===== config.mk =====
export PLATFORM = sky130hd
export DESIGN_NAME = div_iter
export DESIGN_NICKNAME = d
export VERILOG_FILES = /design/src/rtl/div_iter.sv
export SDC_FILE = /design/constraint.sdc
export NUM_CORES = 1
export LEC_CHECK = 0
export BUFFER_PORTS_ARGS = -buffer_cell sky130_fd_sc_hd__buf_2
export CORE_MARGIN = 8
export CORE_UTILIZATION = 55
export DETAILED_ROUTE_END_ITERATION = 6
export GPL_TIMING_DRIVEN = 1
export PLACE_DENSITY = 0.79
export SLEW_MARGIN = 5
export SYNTH_ARGS = -nofsm -noshare
export SYNTH_HDL_FRONTEND = slang
export SYNTH_SLANG_ARGS = --single-unit
export TNS_END_PERCENT = 30

===== constraint.sdc =====
create_clock -name clk -period 6 [get_ports clk]
set_input_delay 0.6 -clock clk [delete_from_list [all_inputs] [get_ports clk]]
set_output_delay 0.6 -clock clk [all_outputs]
set_load 0.05 [all_outputs]

===== src/rtl/div_iter.sv =====
// Iterative 32-bit DIV/DIVU unit: restoring shift-subtract, 32 cycles, result to HI/LO.
// Optional DIV_FASTPATH_EN: skip iteration when |dividend| < |divisor|.
module div_iter (
  input  logic        clk,
  input  logic        rst,
  input  logic        signed_div,
  input  logic [31:0] opdata1,
  input  logic [31:0] opdata2,
  input  logic        start,
  input  logic        annul,
  output logic [63:0] result,
  output logic        ready
);

  typedef enum logic [1:0] {IDLE, ZERO, ON, END} state_t;

  state_t      state, nextState;
  logic [4:0]  cnt;
  logic [64:0] work;
  logic [31:0] dvsr;
  logic [31:0] dvnd;
  logic        negQuot, negRem, divZero;

  logic        accept;
  logic [31:0] magA, magB;
  logic [64:0] shifted, stepWork;
  logic [31:0] quotMag, remMag, finalQuot, finalRem;

  assign accept = (state == IDLE) && start && !annul;
  assign magA   = (signed_div && opdata1[31]) ? -opdata1 : opdata1;
  assign magB   = (signed_div && opdata2[31]) ? -opdata2 : opdata2;

  // work = {partial remainder (33b), dividend bits shifting into quotient (32b)}
  always_comb begin
    shifted  = {work[63:0], 1'b0};
    stepWork = shifted;
    if (shifted[64:32] >= {1'b0, dvsr})
      stepWork = {shifted[64:32] - {1'b0, dvsr}, shifted[31:1], 1'b1};
    quotMag   = stepWork[31:0];
    remMag    = stepWork[63:32];
    finalQuot = negQuot ? -quotMag : quotMag;
    finalRem  = negRem ? -remMag : remMag;
  end

  always_comb begin
    nextState = state;
    case (state)
      IDLE: begin
        if (accept) begin
          if (opdata2 == '0)
            nextState = ZERO;
`ifdef DIV_FASTPATH_EN
          else if (magA < magB)
            nextState = ZERO;
`endif
          else
            nextState = ON;
        end
      end
      ZERO:    nextState = END;
      ON:      if (cnt == 5'd31) nextState = END;
      END:     nextState = IDLE;
      default: nextState = IDLE;
    endcase
    if (annul)
      nextState = IDLE;
  end

  assign ready = (state == END) && !annul;

  always_ff @(posedge clk or posedge rst) begin
    if (rst) begin
      state   <= IDLE;
      cnt     <= '0;
      work    <= '0;
      dvsr    <= '0;
      dvnd    <= '0;
      negQuot <= 1'b0;
      negRem  <= 1'b0;
      divZero <= 1'b0;
      result  <= '0;
    end else begin
      state <= nextState;
      if (accept) begin
        cnt     <= '0;
        work    <= {33'b0, magA};
        dvsr    <= magB;
        dvnd    <= opdata1;
        negQuot <= signed_div && (opdata1[31] ^ opdata2[31]);
        negRem  <= signed_div && opdata1[31];
        divZero <= (opdata2 == '0);
      end else if (state == ON && !annul) begin
        work <= stepWork;
        cnt  <= cnt + 5'd1;
        if (cnt == 5'd31)
          result <= {finalRem, finalQuot};
      end else if (state == ZERO && !annul) begin
        // Fast-path quotient is 0 and remainder is the untouched signed dividend
        result <= divZero ? 64'h0 : {dvnd, 32'h0};
      end
    end
  end

endmodule


==> flow_summary.yaml, run 1 <==
outcome:
  status: "completed"
cells_and_area:
  fillers: 2193
  num-nets-final: 1899
  drive_gt1_share_pct: 12.2
  finalNonFillerCells: 2131
  area_growth_pct: 12.3
critical_path:
  required_ns: 6.40
  endpoint_kind: "register"
  critical_path_class: "register to register"
  setup.worst_path.start_class: "register"
  crit_start: "work[55]"
  cp.arrival_ns: 5.80
  cpPeakStageDelay_ns: 0.66
  critPathSlowestCell: "nor4_1"
  crit_chain: "ha_1 -> a21oi_1 -> o21ai_0 -> a2111oi_1 -> and4_1 -> nand2_4 -> inv_2 -> mux2i_1 -> ha_1 -> nor3b_1 -> mux2i_1 -> nor4_1 -> nand3_1 -> o31ai_1 -> xnor2_1 -> a21oi_1"
  r2r-start: "work[55]"
  reg2reg_depth: 16
  crit_fanout: 15
sta:
  period_minus_slack_ns: 5.41
  fin_skew_ns: 0.0150
  fin_setup_tns_ns: 0
  finalHoldViolCount: 0
  min_period_over_period_pct: 90.1
  tightest_slew_ns: 1.08
  max_freq_mhz: 185
  relSlewSlack_pct: 28.0
  setup_viol: 0
  slew_viol_final: 0
  grt_setup_unrepaired: "no"
grt:
  grtUsageTotal_pct: 27.1
  gr-total-overflow: 0
  grt_max_degree: 82
  grt_pass1_vias: 12700
  grt_first_pass_wirelength_mm: 67.7
  antenna_found_initial: 3
place:
  dp_hpwl_mm: 31.4
  port_buffers: 133
  gp_congestion: 0.941
  dp.cells: 2083
routing:
  routed-via-count: 13200
  route.met3.wl_mm: 3.36
  drc: 0
  wl_mm: 42.3
  antenna_left: 0
  wl_met1_mm: 18.4
  wl_per_cell_um: 19.9
  top_layer_used: "met4"
  vias_per_cell: 6.18
  drt-initial-drc-count: 1294
  met2WireLength_mm: 19.3
  first_pass_iters: 5
clocking:
  cts_root_buf: "clkbuf_16"
  clk_latency_ns: 0.53
  postCtsHoldBufs: 0
  cts_setup_buffers: 0
  cts_buffers: 25
  cts_tree: "yes"
  cts_sinks: 202
  clk_pin_slew_ns: 0.07
  cts_resized: 0
  htreeDepth: 1
  clockBufferDepth: 3
floorplanning:
  fp.coreArea_um2: 24400
  die_x_um: 174
  ioPinCount: 134
  start_util_pct: 56.1
  row_count: 57
  die_h_um: 174
  die_area_um2: 30200
synthesis:
  synth_ff_type: "dfrtp_1"
  syn_avg_cell_area_um2: 8.00
  synth-seq-cells: 202
  syn_area_um2: 13700
  ys_top_cells_by_area: "dfrtp_1 37%, nand2_1 9.8%, o21ai_0 6.5%, xor2_1 4.9%, ha_1 3.9%"
  yosysWarnings: 0
  yosysUniqueCellTypes: 84
  synth_common_cells: "359 x nand2_1, 202 x dfrtp_1, 177 x o21ai_0"
  synth_top_area_cell: "dfrtp_1"
  synth-edff-count: 0
  syn-instance-count: 1711
  syn_nets: 1824
  yosysMostFrequentCell: "nand2_1"
  yosysSeqAreaShare_pct: 36.9
  async_reset_ff_share_pct: 100
  synth_top_area_share_pct: 36.9
min_path:
  hold_path.class: "primary input to asynchronous set/reset pin"
job:
  cap_violations: 0
[placed cells by master, fill, tap and decap left out, types with 14 or more instances in the layout]
cell,synthesis,layout
nand2_1,359,359
dfrtp_1,202,202
o21ai_0,177,177
buf_2,9,133
nor2_1,106,104
a21oi_1,96,96
xor2_1,77,77
xnor2_1,59,59
inv_1,56,55
a31oi_1,46,46
ha_1,43,43
o31ai_1,32,32
nand3_1,30,30
clkbuf_16,0,25
and3_1,24,24
nor3_1,23,22
nand4_1,19,19
nor4_1,19,19
nand2b_1,17,16
and2_1,15,15
or3_1,15,14
[through the flow]
stage	cell area, µm²	setup WS [ns]	utilization [%]	hold slack (ns)
floorplan	13700	1.33	-	0.437
CTS	15400	0.757	63.0	0.184
global placement	14500	0.984	59.4	0.454
global route	15400	0.200	63.0	0.217
detailed placement	14500	0.766	59.4	0.457
finish	15400	0.593	63.0	0.169
[worst paths after layout]
kind / endpoint / slack, ns
worst max-delay path: result[58] / 0.59
worst min-delay path: result[0] / 0.17
worst max register to register: result[58] / 0.59
worst min register to register: dvnd[16] / 0.47
max in group asynchronous: dvnd[23] / 4.43
min in group clk: dvnd[4] / 0.32
[metal layers]
layer / GRT usage, % / vias up
met2: 43.2 / 563
met4: 8.23 / 0
met3: 5.36 / 102
met5: 0 / -
li1: - / 6190
met1: 36.5 / 6314
[cell families (layout without fill, tap and decap cells)]
| logic type | count (synthesis) | in the layout | synth area share (%) |
|---|---|---|---|
| AO/OA/AOI/OAI | 476 | 476 | 21.8 |
| XOR/XNOR | 136 | 136 | 8.70 |
| other | 0 | 2 | 0 |
| AND/OR/NAND/NOR | 685 | 685 | 23.0 |
| buffers and inverters | 155 | 249 | 4.58 |
| adder cells (fa/ha/maj) | 44 | 44 | 4.08 |
| multiplexers | 13 | 13 | 0.951 |
| flip-flops | 202 | 202 | 36.9 |
[area by class of cell]
type / count / area, µm² / share of cell area (%)
repair buffers: 146 / 763 / 4.97
clock inverters: 12 / 160 / 1.04
inverters: 57 / 218 / 1.42
multi-input cells: 1354 / 8040 / 52.3
flip-flops and latches: 202 / 5050 / 32.9
diodes: 2 / 5.00 / 0.0326
clock buffers: 34 / 719 / 4.68
well taps: 324 / 405 / 2.64
[sequential cells by signal (all words and copies together) (netlist names)]
register  cells
cnt           5
negRem        1
negQuot       1
work         64
state         2
dvsr         32
dvnd         32
divZero       1
result       64
[worst max-delay path: cells and delay by family, from the launching register on]
| kind | cells | cell delay, ns |
|---|---|---|
| AND/OR/NAND/NOR | 5 | 1.91 |
| AO/OA/AOI/OAI | 5 | 1.49 |
| XOR/XNOR | 1 | 0.15 |
| multiplexers | 2 | 0.56 |
| buffers and inverters | 1 | 0.13 |
| flip-flops | 1 | 0.40 |
| adder cells (fa/ha/maj) | 2 | 0.61 |
Power of run 1 is left out: the tool's default activity adds up to more than one toggle a clock period on the data nets, which glitch-free logic cannot reach.
==> run 2, diff against run 1 <==
--- a/config.mk
+++ b/config.mk
@@ -5,6 +5,7 @@
 export SDC_FILE = /design/constraint.sdc
 export NUM_CORES = 1
 export LEC_CHECK = 0
+export ABC_AREA = 1
 export BUFFER_PORTS_ARGS = -buffer_cell sky130_fd_sc_hd__buf_2
 export CORE_MARGIN = 8
 export CORE_UTILIZATION = 55
==> flow_summary.yaml, run 2 <==
sta:
  grt_setup_unrepaired: "no"
  max_freq_mhz: 227
  period_minus_slack_ns: 4.40
  min_period_over_period_pct: 73.3
  setup_viol: 0
  fin_setup_tns_ns: 0
  relSlewSlack_pct: 22.5
  finalHoldViolCount: 0
  slew_viol_final: 0
  fin_skew_ns: 0.0254
  tightest_slew_ns: 1.16
synthesis:
  yosysMostFrequentCell: "nand2_1"
  ys_top_cells_by_area: "dfrtp_1 35%, nand2_1 16%, inv_1 7.9%, o21ai_0 5.7%, nand3_1 5.4%"
  yosysWarnings: 0
  synth_top_area_cell: "dfrtp_1"
  synth-seq-cells: 202
  async_reset_ff_share_pct: 100
  syn_nets: 2279
  synth_ff_type: "dfrtp_1"
  synth-edff-count: 0
  synth_top_area_share_pct: 34.9
  yosysUniqueCellTypes: 59
  yosysSeqAreaShare_pct: 34.9
  synth_common_cells: "614 x nand2_1, 303 x inv_1, 209 x nor2_1"
  syn_area_um2: 14500
  syn-instance-count: 2166
  syn_avg_cell_area_um2: 6.68
floorplanning:
  start_util_pct: 55.8
  fp.coreArea_um2: 25900
  die_h_um: 178
  die_area_um2: 31700
  row_count: 59
  die_x_um: 178
  ioPinCount: 134
cells_and_area:
  area_growth_pct: 11.9
  num-nets-final: 2372
  layout_commonest_cell: "nand2_1"
  reg_top3: "result (64), work (64)"
  final_area_um2: 16200
  final_cell_mix: "614 x nand2_1, 300 x inv_1, 206 x nor2_1"
  drive_gt1_share_pct: 11.4
  fillers: 2420
clocking:
  cts_setup_buffers: 0
  cts_tree: "yes"
  cts_sinks: 202
  cts_buffers: 24
  cts_root_buf: "clkbuf_16"
  clockBufferDepth: 3
  postCtsHoldBufs: 0
  htreeDepth: 1
  clk_latency_ns: 0.55
  cts_resized: 0
  clk_pin_slew_ns: 0.06
critical_path:
  critical_path_class: "register to register"
  required_ns: 6.41
  setup.worst_path.start_class: "register"
  endpoint_kind: "register"
  cp.arrival_ns: 4.81
  crit_fanout: 26
grt:
  grt_pass1_vias: 14000
  grt_max_degree: 149
  gr-total-overflow: 0
  antenna_found_initial: 4
  grt_first_pass_wirelength_mm: 79.1
  grtUsageTotal_pct: 31.7
outcome:
  status: "completed"
place:
  gp_congestion: 0.995
  dp_hpwl_mm: 38.5
  port_buffers: 133
  placed_area_um2: 15300
routing:
  drc: 0
  first_pass_iters: 6
  routed-via-count: 15100
  vias_per_cell: 5.78
  wl_per_cell_um: 19.5
  drt-initial-drc-count: 1745
  wl_mm: 50.8
  antenna_left: 0
min_path:
  hold_path.class: "primary input to asynchronous set/reset pin"
job:
  cap_violations: 0
## run 2: final timing paths
kind,slack [ns],start,endpoint,depth (start not counted)
worst max register to register,1.60,work[39],result[28],24
min in group clk,0.36,opdata1[13],dvnd[13],3
worst min register to register,0.47,dvnd[9],dvnd[9],2
worst max-delay path,1.60,work[39],result[28],24
max in group asynchronous,4.35,rst,cnt[1],4
worst min-delay path,0.28,rst,result[53],3
## run 2: metrics by stage
stage,hold slack (ns),instances,worst slack (ns),utilization [%]
after CTS,0.313,2610,1.70,62.5
final,0.278,2611,1.60,62.5
after detailed placement,0.460,2568,1.73,59.2
after global routing,0.349,2611,1.16,62.5
after global placement,0.455,2568,1.87,59.2
after floorplan,0.442,2166,2.42,-
## run 2: cells by family (layout without fill, tap and decap cells)
kind of cell | after synthesis | in the layout | synth area share, %
adders and majority gates | 44 | 44 | 3.86
other | 0 | 1 | 0
AOI/OAI and AO/OA | 382 | 382 | 15.3
DFF | 202 | 202 | 34.9
xor gates and xnor gates | 43 | 43 | 2.60
and+or+nand+nor | 1105 | 1105 | 32.7
buffers and inverters | 390 | 499 | 10.6
## run 2: worst max-delay path, cell delays in order, from the launching register on
cell and delay (ns):
dfrtp_1 0.40, ha_1 0.38, nand2_1 0.10, nand2_1 0.06, inv_1 0.05, nand2_1 0.07, inv_1 0.07, nand3_2 0.14
nand2_2 0.11, nand2_2 0.07, nand2_4 0.32, nand2_4 0.07, inv_2 0.21, ha_1 0.25, nand3_1 0.15, nor4_2 0.39
nand3_1 0.24, nor2_1 0.17, nand4_1 0.14, o21ai_1 0.30, inv_1 0.11, nor2_1 0.14, nand2_1 0.09, xor2_1 0.14
o21ai_1 0.07
## run 2: cell type report
class | count | area, µm² | share of cell area (%)
multi-input cells | 1574 | 7900 | 48.8
flip-flops and latches | 202 | 5050 | 31.2
inverters | 309 | 1160 | 7.19
repair buffers | 148 | 791 | 4.88
clock buffers | 31 | 677 | 4.18
well taps | 335 | 419 | 2.59
clock inverters | 11 | 183 | 1.13
diodes | 1 | 2.50 | 0.0155
## run 2: per-layer routing
layer / track usage (%) / wire, µm / vias up
met1: 45.2 / 22100 / 7103
met3: 4.55 / 4500 / 94
met2: 49.7 / 22800 / 700
li1: - / - / 7195
met4: 8.13 / 1330 / 4
met5: 0 / 23 / -
Power of run 2 is left out for the same reason.
==> run 3, diff against run 2 <==
--- a/config.mk
+++ b/config.mk
@@ -5,13 +5,13 @@
 export SDC_FILE = /design/constraint.sdc
 export NUM_CORES = 1
 export LEC_CHECK = 0
-export ABC_AREA = 1
+export ABC_AREA = 0
 export BUFFER_PORTS_ARGS = -buffer_cell sky130_fd_sc_hd__buf_2
 export CORE_MARGIN = 8
-export CORE_UTILIZATION = 55
+export CORE_UTILIZATION = 61
 export DETAILED_ROUTE_END_ITERATION = 6
 export GPL_TIMING_DRIVEN = 1
-export PLACE_DENSITY = 0.79
+export PLACE_DENSITY = 0.83
 export SLEW_MARGIN = 5
 export SYNTH_ARGS = -nofsm -noshare
 export SYNTH_HDL_FRONTEND = slang
==> constraint.sdc (replaced) <==
create_clock -name clk -period 4.4 [get_ports clk]
set_input_delay 0.44 -clock clk [delete_from_list [all_inputs] [get_ports clk]]
set_output_delay 0.44 -clock clk [all_outputs]
set_load 0.05 [all_outputs]
==> flow_summary.yaml, run 3 (synthesis gave the netlist of run 1 again) <==
critical_path:
  reg2reg_depth: 15
  endpoint_kind: "register"
  setup.worst_path.start_class: "register"
  path_buf_inv: 1
  cpPeakStageDelay_ns: 0.56
  critical_path_class: "register to register"
  required_ns: 4.81
  crit_chain: "ha_1 -> a21oi_1 -> o21ai_0 -> a2111oi_2 -> and4_2 -> nand2_4 -> inv_2 -> mux2i_1 -> ha_1 -> nor3b_2 -> mux2i_2 -> or4_4 -> o41ai_2 -> xnor2_1 -> o21ai_1"
  crit_fanout: 6
  cp.arrival_ns: 4.65
  crit_path_frequent_cell: "ha_1"
  path_delay_family: "compound AO/OA/AOI/OAI gates"
  r2r_end: "result[52]"
  r2r-start: "work[55]"
  reg2reg_slack_ns: 0.16
  critPathSlowestCell: "or4_4"
grt:
  grtUsageTotal_pct: 30.1
  met2_usage_pct: 46.3
  gr-total-overflow: 0
  grt_max_degree: 155
  busiest_layer: "met2"
  grt_use_met1_pct: 42.2
  grt_first_pass_wirelength_mm: 69.2
  met3_usage_pct: 4.97
  grt_pass1_vias: 12900
  antenna_found_initial: 2
sta:
  finalHoldViolCount: 0
  tightest_slew_ns: 1.26
  period_minus_slack_ns: 4.24
  fin_skew_ns: 0.0185
  relSlewSlack_pct: 15.8
  max_freq_mhz: 236
  setup_viol: 0
  min_period_over_period_pct: 96.3
  slew_viol_final: 0
  setup_ws_ns: 0.161
place:
  gp_congestion: 0.988
  post-place-ws_ns: 0.175
  placed_area_um2: 15000
  port_buffers: 133
  dp_hpwl_mm: 31.6
min_path:
  hold_path.class: "primary input to asynchronous set/reset pin"
clocking:
  htreeDepth: 1
  cts_tree: "yes"
  postCtsHoldBufs: 0
  cts_root_buf: "clkbuf_16"
  cts_buffers: 23
  clk_latency_ns: 0.54
  cts_sinks: 202
  clk_pin_slew_ns: 0.06
  clockBufferDepth: 3
job:
  cap_violations: 0
cells_and_area:
  final_area_um2: 15900
  num-nets-final: 1970
  reg_top3: "result (64), work (64)"
  seqCellArea_um2: 5050
  area_growth_pct: 16.0
  layout_commonest_cell: "nand2_1"
  fin_util_pct: 71.2
  final_cell_mix: "359 x nand2_1, 202 x dfrtp_1, 177 x o21ai_0"
  multi_input_area_um2: 8130
  fillers: 1834
  drive_gt1_share_pct: 16.3
routing:
  drt-initial-drc-count: 1316
  first_pass_iters: 6
  wl_per_cell_um: 20.0
  drc: 0
  wl_mm: 43.2
  vias_per_cell: 6.38
  antenna_left: 0
  routed-via-count: 13800
floorplanning:
  die_h_um: 166
  fp.coreArea_um2: 22300
  start_util_pct: 61.4
  die_area_um2: 27500
  ioPinCount: 134
  row_count: 55
  die_x_um: 166
outcome:
  status: "completed"
[run 3: cell count changes in the layout (fill, tap and decap cells not counted), sizes merged, moves of 16 or more]
cell	delta
buf	+71
nand2	-279
inv	-250
nor2	-122
nand2b	+17
nand3	-131
o211ai	-16
and3	+23
xnor2	+53
xor2	+40
o31ai	+29
[run 3: worst max path at each step]
stage	from	to	slack, ns	cells after the start
floorplan	work[38]	result[52]	-0.27	19
global placement	work[57]	result[58]	0.26	18
detailed placement	work[37]	result[52]	0.18	15
CTS	work[61]	result[52]	0.13	15
global route	work[55]	result[52]	-0.09	15
finish	work[55]	result[52]	0.16	15
[run 3: layout make-up]
cell class / count / area share [%]
diodes: 2 / 0.0315
clock buffers: 32 / 4.28
clock inverters: 10 / 0.528
inverters: 57 / 1.37
multi-input cells: 1354 / 51.3
flip-flops and latches: 202 / 31.9
well taps: 285 / 2.25
repair buffers: 219 / 8.42
[run 3: routing by layer]
| metal | up-vias | part of all wire [%] |
|---|---|---|
| met2 | 711 | 45 |
| li1 | 6323 | - |
| met1 | 6632 | 43 |
| met3 | 117 | 9.0 |
| met4 | 0 | 3.3 |
| met5 | - | 0 |
[run 3: tightest hold or removal path, delay by kind of cell]
| family | cells | cell delay, ns |
|---|---|---|
| buf+inv | 3 | 0.69 |
[run 3: repair_timing]
action,in CTS,in global routing
resized for setup,0,19
buffers inserted,0,1
setup endpoints to repair,0,20
endpoints found under the hold margin,0,0
[run 3: stage by stage]
stage               TNS, ns  cells  hold WS [ns]
finish                    0   2161         0.118
global route         -0.265   2160         0.159
CTS                       0   2158         0.137
detailed placement        0   2116         0.460
global placement          0   2116         0.449
floorplan            -0.894   1711         0.437
Power of run 3 is left out for the same reason.
